**src/rtl/i2c_slave_core.sv**
```systemverilog
// i2c_slave_core: bit-level I2C slave engine.
// Synchronises SCL/SDA and detects START/STOP. It matches a 7-bit address,
// then shifts bytes in and out. The byte-level pulses it produces feed the
// frame bridge. SDA is driven only through an open-drain enable, and there is
// no clock stretching.
module i2c_slave_core #(
  parameter logic [6:0] SLAVE_ADDR  = 7'h40,
  parameter int         SYNC_STAGES = 2
) (
  input  logic       clk_i,
  input  logic       rst_i,
  input  logic       scl_i,
  input  logic       sda_i,
  output logic       sda_oe_o,
  output logic [7:0] i2c_rx_data_o,
  output logic       wr_req_o,
  output logic       rd_req_o,
  input  logic       wr_allow_i,
  input  logic       rd_allow_i,
  input  logic [7:0] i2c_tx_data_i,
  output logic       rw_bit_o,
  output logic       addr_match_o,
  output logic       edge_detect_o,
  output logic       start_detected_o,
  output logic       stop_detected_o
);

  typedef enum logic [2:0] {
    IDLE, ADDR, ADDR_ACK, WR_DATA, WR_ACK, RD_DATA, RD_ACK, WAIT_STOP
  } state_t;

  state_t state;

  logic [SYNC_STAGES-1:0] scl_sync;
  logic [SYNC_STAGES-1:0] sda_sync;
  logic       scl_q;
  logic       sda_q;
  logic [2:0] bit_cnt;
  logic [6:0] rx_shift;
  logic [6:0] tx_shift;
  logic       ack_flag;
  logic       ack_phase;

  logic       scl_s;
  logic       sda_s;
  logic       scl_rise;
  logic       scl_fall;
  logic       start_cond;
  logic       stop_cond;
  logic [7:0] rx_byte;
  logic [7:0] load_byte;

  assign scl_s      = scl_sync[SYNC_STAGES-1];
  assign sda_s      = sda_sync[SYNC_STAGES-1];
  assign scl_rise   = scl_s & ~scl_q;
  assign scl_fall   = ~scl_s & scl_q;
  assign start_cond = scl_s & scl_q & sda_q & ~sda_s;
  assign stop_cond  = scl_s & scl_q & ~sda_q & sda_s;
  assign rx_byte    = {rx_shift, sda_s};
  assign load_byte  = rd_allow_i ? i2c_tx_data_i : 8'hFF;

  // Pin synchronisers plus one-cycle-delayed copies used for edge detection.
  // They reset to the idle bus level so that reset itself creates no edge.
  always_ff @(posedge clk_i) begin
    if (rst_i) begin
      scl_sync <= '1;
      sda_sync <= '1;
      scl_q    <= 1'b1;
      sda_q    <= 1'b1;
    end else begin
      scl_sync <= {scl_sync[SYNC_STAGES-2:0], scl_i};
      sda_sync <= {sda_sync[SYNC_STAGES-2:0], sda_i};
      scl_q    <= scl_s;
      sda_q    <= sda_s;
    end
  end

  // Protocol FSM. START and STOP override any SCL-edge action in the same
  // cycle. Bits are sampled on SCL rise, and SDA is changed only on SCL fall.
  always_ff @(posedge clk_i) begin
    if (rst_i) begin
      state            <= IDLE;
      bit_cnt          <= 3'd0;
      rx_shift         <= 7'd0;
      tx_shift         <= 7'd0;
      ack_flag         <= 1'b0;
      ack_phase        <= 1'b0;
      sda_oe_o         <= 1'b0;
      i2c_rx_data_o    <= 8'd0;
      wr_req_o         <= 1'b0;
      rd_req_o         <= 1'b0;
      rw_bit_o         <= 1'b0;
      addr_match_o     <= 1'b0;
      edge_detect_o    <= 1'b0;
      start_detected_o <= 1'b0;
      stop_detected_o  <= 1'b0;
    end else begin
      addr_match_o     <= 1'b0;
      wr_req_o         <= 1'b0;
      rd_req_o         <= 1'b0;
      edge_detect_o    <= scl_rise;
      start_detected_o <= start_cond;
      stop_detected_o  <= stop_cond;
      if (start_cond) begin
        state    <= ADDR;
        bit_cnt  <= 3'd0;
        sda_oe_o <= 1'b0;
      end else if (stop_cond) begin
        state    <= IDLE;
        sda_oe_o <= 1'b0;
      end else begin
        case (state)
          ADDR: begin
            if (scl_rise) begin
              rx_shift <= rx_byte[6:0];
              bit_cnt  <= bit_cnt + 3'd1;
              if (bit_cnt == 3'd7) begin
                i2c_rx_data_o <= rx_byte;
                if (rx_byte[7:1] == SLAVE_ADDR && rx_byte[7:1] != 7'h00) begin
                  addr_match_o <= 1'b1;
                  rw_bit_o     <= rx_byte[0];
                  ack_phase    <= 1'b0;
                  state        <= ADDR_ACK;
                end else begin
                  state <= WAIT_STOP;
                end
              end
            end
          end
          ADDR_ACK: begin
            if (scl_fall) begin
              if (!ack_phase) begin
                sda_oe_o  <= 1'b1;
                ack_phase <= 1'b1;
              end else if (rw_bit_o) begin
                tx_shift <= load_byte[6:0];
                rd_req_o <= 1'b1;
                sda_oe_o <= ~load_byte[7];
                bit_cnt  <= 3'd0;
                state    <= RD_DATA;
              end else begin
                sda_oe_o <= 1'b0;
                bit_cnt  <= 3'd0;
                state    <= WR_DATA;
              end
            end
          end
          WR_DATA: begin
            if (scl_rise) begin
              rx_shift <= rx_byte[6:0];
              bit_cnt  <= bit_cnt + 3'd1;
              if (bit_cnt == 3'd7) begin
                i2c_rx_data_o <= rx_byte;
                wr_req_o      <= 1'b1;
                ack_flag      <= wr_allow_i;
                ack_phase     <= 1'b0;
                state         <= WR_ACK;
              end
            end
          end
          WR_ACK: begin
            if (scl_fall) begin
              if (!ack_phase) begin
                sda_oe_o  <= ack_flag;
                ack_phase <= 1'b1;
              end else begin
                sda_oe_o <= 1'b0;
                bit_cnt  <= 3'd0;
                state    <= ack_flag ? WR_DATA : WAIT_STOP;
              end
            end
          end
          RD_DATA: begin
            if (scl_fall) begin
              if (bit_cnt == 3'd7) begin
                sda_oe_o <= 1'b0;
                ack_flag <= 1'b0;
                state    <= RD_ACK;
              end else begin
                sda_oe_o <= ~tx_shift[6];
                tx_shift <= {tx_shift[5:0], 1'b0};
                bit_cnt  <= bit_cnt + 3'd1;
              end
            end
          end
          RD_ACK: begin
            if (scl_rise) begin
              if (!sda_s) begin
                ack_flag <= 1'b1;
              end else begin
                sda_oe_o <= 1'b0;
                state    <= WAIT_STOP;
              end
            end else if (scl_fall && ack_flag) begin
              tx_shift <= load_byte[6:0];
              rd_req_o <= 1'b1;
              sda_oe_o <= ~load_byte[7];
              bit_cnt  <= 3'd0;
              state    <= RD_DATA;
            end
          end
          default: begin
            sda_oe_o <= 1'b0;
          end
        endcase
      end
    end
  end

endmodule

```
**config.mk**
```make
export PLATFORM = sky130hd
export DESIGN_NAME = i2c_slave_core
export DESIGN_NICKNAME = d
export VERILOG_FILES = /design/src/rtl/i2c_slave_core.sv
export SDC_FILE = /design/constraint.sdc
export NUM_CORES = 1
export LEC_CHECK = 0
export CORE_MARGIN = 1
export CORE_UTILIZATION = 50
export CTS_CLUSTER_SIZE = 40
export DETAILED_ROUTE_END_ITERATION = 6
export PLACE_DENSITY = 0.77
export SETUP_SLACK_MARGIN = 0.4
export SLEW_MARGIN = 10
export SYNTH_ARGS = -nofsm -noshare
export SYNTH_HDL_FRONTEND = slang
export SYNTH_SLANG_ARGS = --single-unit
export TNS_END_PERCENT = 5
```
**constraint.sdc**
```tcl
create_clock -name clk_i -period 2.9 [get_ports clk_i]
set_clock_uncertainty 0.05 [all_clocks]
set_input_delay 0.58 -clock clk_i [delete_from_list [all_inputs] [get_ports clk_i]]
set_output_delay 0.58 -clock clk_i [all_outputs]
set_load 0.005 [all_outputs]
```
==> impl_metrics.yaml <==
run_status:
  run_status: "finished clean"
clocking:
  clk_pin_slew_ps: 80
  numClockSinks: 44
  cts-root-to-sink-buffers: 2
  tritoncts.num_buffers: 5
  ctsHtreeMaxLevel: 2
  ctsHoldBuffers: 0
  root_buffer_master: "sky130_fd_sc_hd__clkbuf_8"
  cts_resized: 0
  cts_tree: "built"
  clock_latency_late_sink_ps: 300
  post_cts.repair.setup_buffers: 0
worst_setup_path:
  startpoint: "bit_cnt[0]$_SDFFE_PP0P_"
  worst_ep_required_time_ps: 3080
  timing.critical_path.slowest_cell_delay_ps: 390
  worst_r2r_path_depth: 7
  critical-path-slowest-cell: "sky130_fd_sc_hd__a221o_1"
  timing_worst_setup_path_type: "reg2reg"
  path_delay_family: "compound AO/OA/AOI/OAI gates"
  cp_data_arrival_time_ps: 2530
  sort_of_element_at_the_start_of_the_critical_path: "register"
  regToRegStartpoint: "bit_cnt[0]$_SDFFE_PP0P_"
  path_buf_inv: 0
  worst-path-max-fanout: 16
  setup.reg_to_reg.worst_slack_ps: 540
  path_cells: "ha_1 > ha_1 > and3b_1 > a31o_1 > a221o_1 > a31oi_4 > mux2i_1"
  worstSetupEndpointType: "register"
  critical_path.reg2reg.endpoint: "bit_cnt[1]$_SDFFE_PP0P_"
  cp_common_cell: "sky130_fd_sc_hd__ha_1"
synthesis:
  register_bit_total_from_synthesis: 44
  ys_async_sr_fraction: 0
  count_of_flip_flops_with_a_built_in_enable_after_synthesis: 0
  syn_area_um2: 2180
  ys_seq_area_frac: 0.4041
  yosys_warnings: 0
  yosysUniqueCellTypes: 54
  synth_top_flop_cell: "sky130_fd_sc_hd__dfxtp_1"
  mappedNetlistNets: 285
  syn_inst: 269
  synthesis.area_per_instance_um2: 8.103
sta:
  final_max_slew_viol_count: 0
  worst_pin_slew_ps: 598.6
  timing.final.crit_share: 0.8127
  hold_viol_final: 0
  achievable-frequency_ghz: 0.4243
  timing.final.crit_period_ps: 2357
  worst_slew_margin_relative_to_its_limit: 0.5958
  worst_slack_ps: 543.0
  fin_tns_setup_ps: 0
  timing.final.setup_violations: 0
  unrepaired_setup_endpoints_after_global_routing: "false"
route:
  routedWlPerCell_um: 14.89
  via_count: 2029
  drcViolationCount: 0
  avgViaCountPerCell: 5.933
  drt_first_pass_iters: 5
  totalWireLength_mm: 5.093
  detail-route-antenna-nets: 0
  detail_route.iter0.violations: 219
hold_path:
  hold_start: "scl_sync[0]$_SDFF_PP1_"
  hold_class: "reg2reg"
  worstHoldEndpoint: "scl_sync[1]$_SDFF_PP1_"
  worst_hold_depth: 1
global_routing:
  grt_pass1_vias: 1872
  grt_remaining_overflow: 0
  grt_max_degree: 26
  grt_pass1_wl_mm: 8.424
  groute.usage.overall: 0.2437
  grt_antenna_before_repair: 0
floorplanning:
  ios: 30
  dieHeight_um: 68.03
  chipWidth_um: 68.03
  total_die_area_um2: 4627
  floorplan.initialDensity: 0.5334
  placement_rows: 23
  placeableCoreArea_um2: 4086
placement:
  port_buffers: 29
  finalWeightedCongestion: 0.9173
  dp.final_hpwl_mm: 3.580
  pre_cts_ws_ps: 566.8
flow_run:
  maxCapViolCount: 0
final_layout:
  post_route_cells_drive_above_1_share: 0.09589
  final_core_util: 0.6301
  final_nets: 307
  antenna-diode-count: 0
  synthToLayoutAreaGrowth_pct: 18.14
power:
  leakagePower_nw: 0.9161
  power_density_over_the_cells_nw_per_um2: 423.8
  power.ir.vdd_worst_mv: 0.3378
-- power breakdown --
group	internal (W)	leakage (nW)	total, W	switching (W)
Clock	0.000168	0.0479	0.000379	0.000211
Sequential	0.000611	0.356	0.000620	0.00000940
Combinational	0.0000451	0.512	0.0000921	0.0000470
Total	0.000824	0.916	0.00109	0.000267
-- worst reg2reg max path: stages, from the launching register on --
cell and delay, ps:
sky130_fd_sc_hd__dfxtp_1 330, sky130_fd_sc_hd__ha_1 200, sky130_fd_sc_hd__ha_1 380, sky130_fd_sc_hd__and3b_1 290
sky130_fd_sc_hd__a31o_1 230, sky130_fd_sc_hd__a221o_1 390, sky130_fd_sc_hd__a31oi_4 220, sky130_fd_sc_hd__mux2i_1 210
-- sequential cells by signal, summed over array words and instances (netlist names), 2 cells and up --
register	flops
tx_shift	7
sda_sync	2
state	3
i2c_rx_data_o	8
rx_shift	7
scl_sync	2
bit_cnt	3
-- cell type report --
class                           instances  area (um^2)
Tap cell                               50        62.56
Inverter                               10        37.54
Fill cell                             375         1511
Timing Repair Buffer                   35        335.3
Clock buffer                            5        68.82
Clock inverter                          3        18.77
Multi-Input combinational cell        195         1171
Sequential cell                        44        880.8
-- kinds of logic after synthesis --
group / synth area share
compound gates: 0.2331
xor+xnor: 0.01206
fa+ha+maj: 0.01148
buf+inv: 0.06199
flops: 0.4041
mux: 0.03215
simple gates: 0.2451
-- synthesized netlist by cell type (2+ instances only) --
cell type / n / area [um^2]
sky130_fd_sc_hd__nor3_1: 2 / 10.01
sky130_fd_sc_hd__a31oi_1: 2 / 12.51
sky130_fd_sc_hd__and3b_1: 2 / 17.52
sky130_fd_sc_hd__o21ai_0: 8 / 40.04
sky130_fd_sc_hd__nor2_1: 20 / 75.07
sky130_fd_sc_hd__a21oi_1: 37 / 185.2
sky130_fd_sc_hd__buf_4: 2 / 15.01
sky130_fd_sc_hd__mux2i_1: 7 / 70.07
sky130_fd_sc_hd__xor2_1: 2 / 17.52
sky130_fd_sc_hd__a211oi_1: 6 / 45.04
sky130_fd_sc_hd__a221oi_1: 2 / 17.52
sky130_fd_sc_hd__a221o_1: 2 / 20.02
sky130_fd_sc_hd__or2_2: 6 / 37.54
sky130_fd_sc_hd__a31o_1: 2 / 17.52
sky130_fd_sc_hd__buf_2: 6 / 30.03
sky130_fd_sc_hd__clkbuf_1: 11 / 41.29
sky130_fd_sc_hd__o22ai_1: 3 / 18.77
sky130_fd_sc_hd__dfxtp_1: 44 / 880.8
sky130_fd_sc_hd__nand2_1: 38 / 142.6
sky130_fd_sc_hd__nand3b_1: 2 / 15.01
sky130_fd_sc_hd__nand3_1: 15 / 75.07
sky130_fd_sc_hd__ha_1: 2 / 25.02
sky130_fd_sc_hd__a31o_2: 2 / 17.52
sky130_fd_sc_hd__nand2b_1: 6 / 37.54
sky130_fd_sc_hd__inv_1: 9 / 33.78
sky130_fd_sc_hd__nor2b_1: 3 / 18.77
-- placed cells by master (no fill, tap or decap), drive strengths merged, types with 2 or more instances in the layout --
master         instances
a211oi                 6
or2                    6
a21oi                 37
clkdlybuf4s50         29
a221o                  2
a31o                   4
dfxtp                 44
a31oi                  3
nand2                 38
nor3                   2
clkbuf                 5
ha                     2
nor2                  20
mux2i                  7
xor2                   2
nor2b                  3
and3b                  2
o22ai                  3
inv                   10
buf                    6
nand2b                 6
nand3                 15
nand3b                 2
a221oi                 2
clkinv                 3
o21ai                  9
nor4                   2
-- metal layers --
layer	routed length (um)	GRT usage	share of wire
met5	0	0	0
met4	74	0.09115	0.015
met3	404	0.05333	0.079
met2	2323	0.3836	0.46
met1	2291	0.3232	0.45
-- stage by stage --
step	cells	power [W]	hold WS [ps]	instance area (um^2)
global route	342	0.001131	390.2	2575
CTS	342	0.001095	372.7	2567
detailed placement	334	0.0007241	348.6	2480
floorplan	269	0.0006895	339.5	2180
finish	342	0.001091	368.9	2575
global placement	334	0.0007229	343.6	2480
-- how the worst max path moves through the flow --
| stage | endpoint | cells past startpoint | slack [ps] |
|---|---|---|---|
| floorplan | bit_cnt[0]$_SDFFE_PP0P_ | 7 | 920 |
| global placement | bit_cnt[1]$_SDFFE_PP0P_ | 7 | 670 |
| detailed placement | bit_cnt[1]$_SDFFE_PP0P_ | 7 | 570 |
| CTS | bit_cnt[1]$_SDFFE_PP0P_ | 7 | 560 |
| global route | bit_cnt[0]$_SDFFE_PP0P_ | 7 | 420 |
| finish | bit_cnt[1]$_SDFFE_PP0P_ | 7 | 540 |
(Power assumes the default switching activity.)
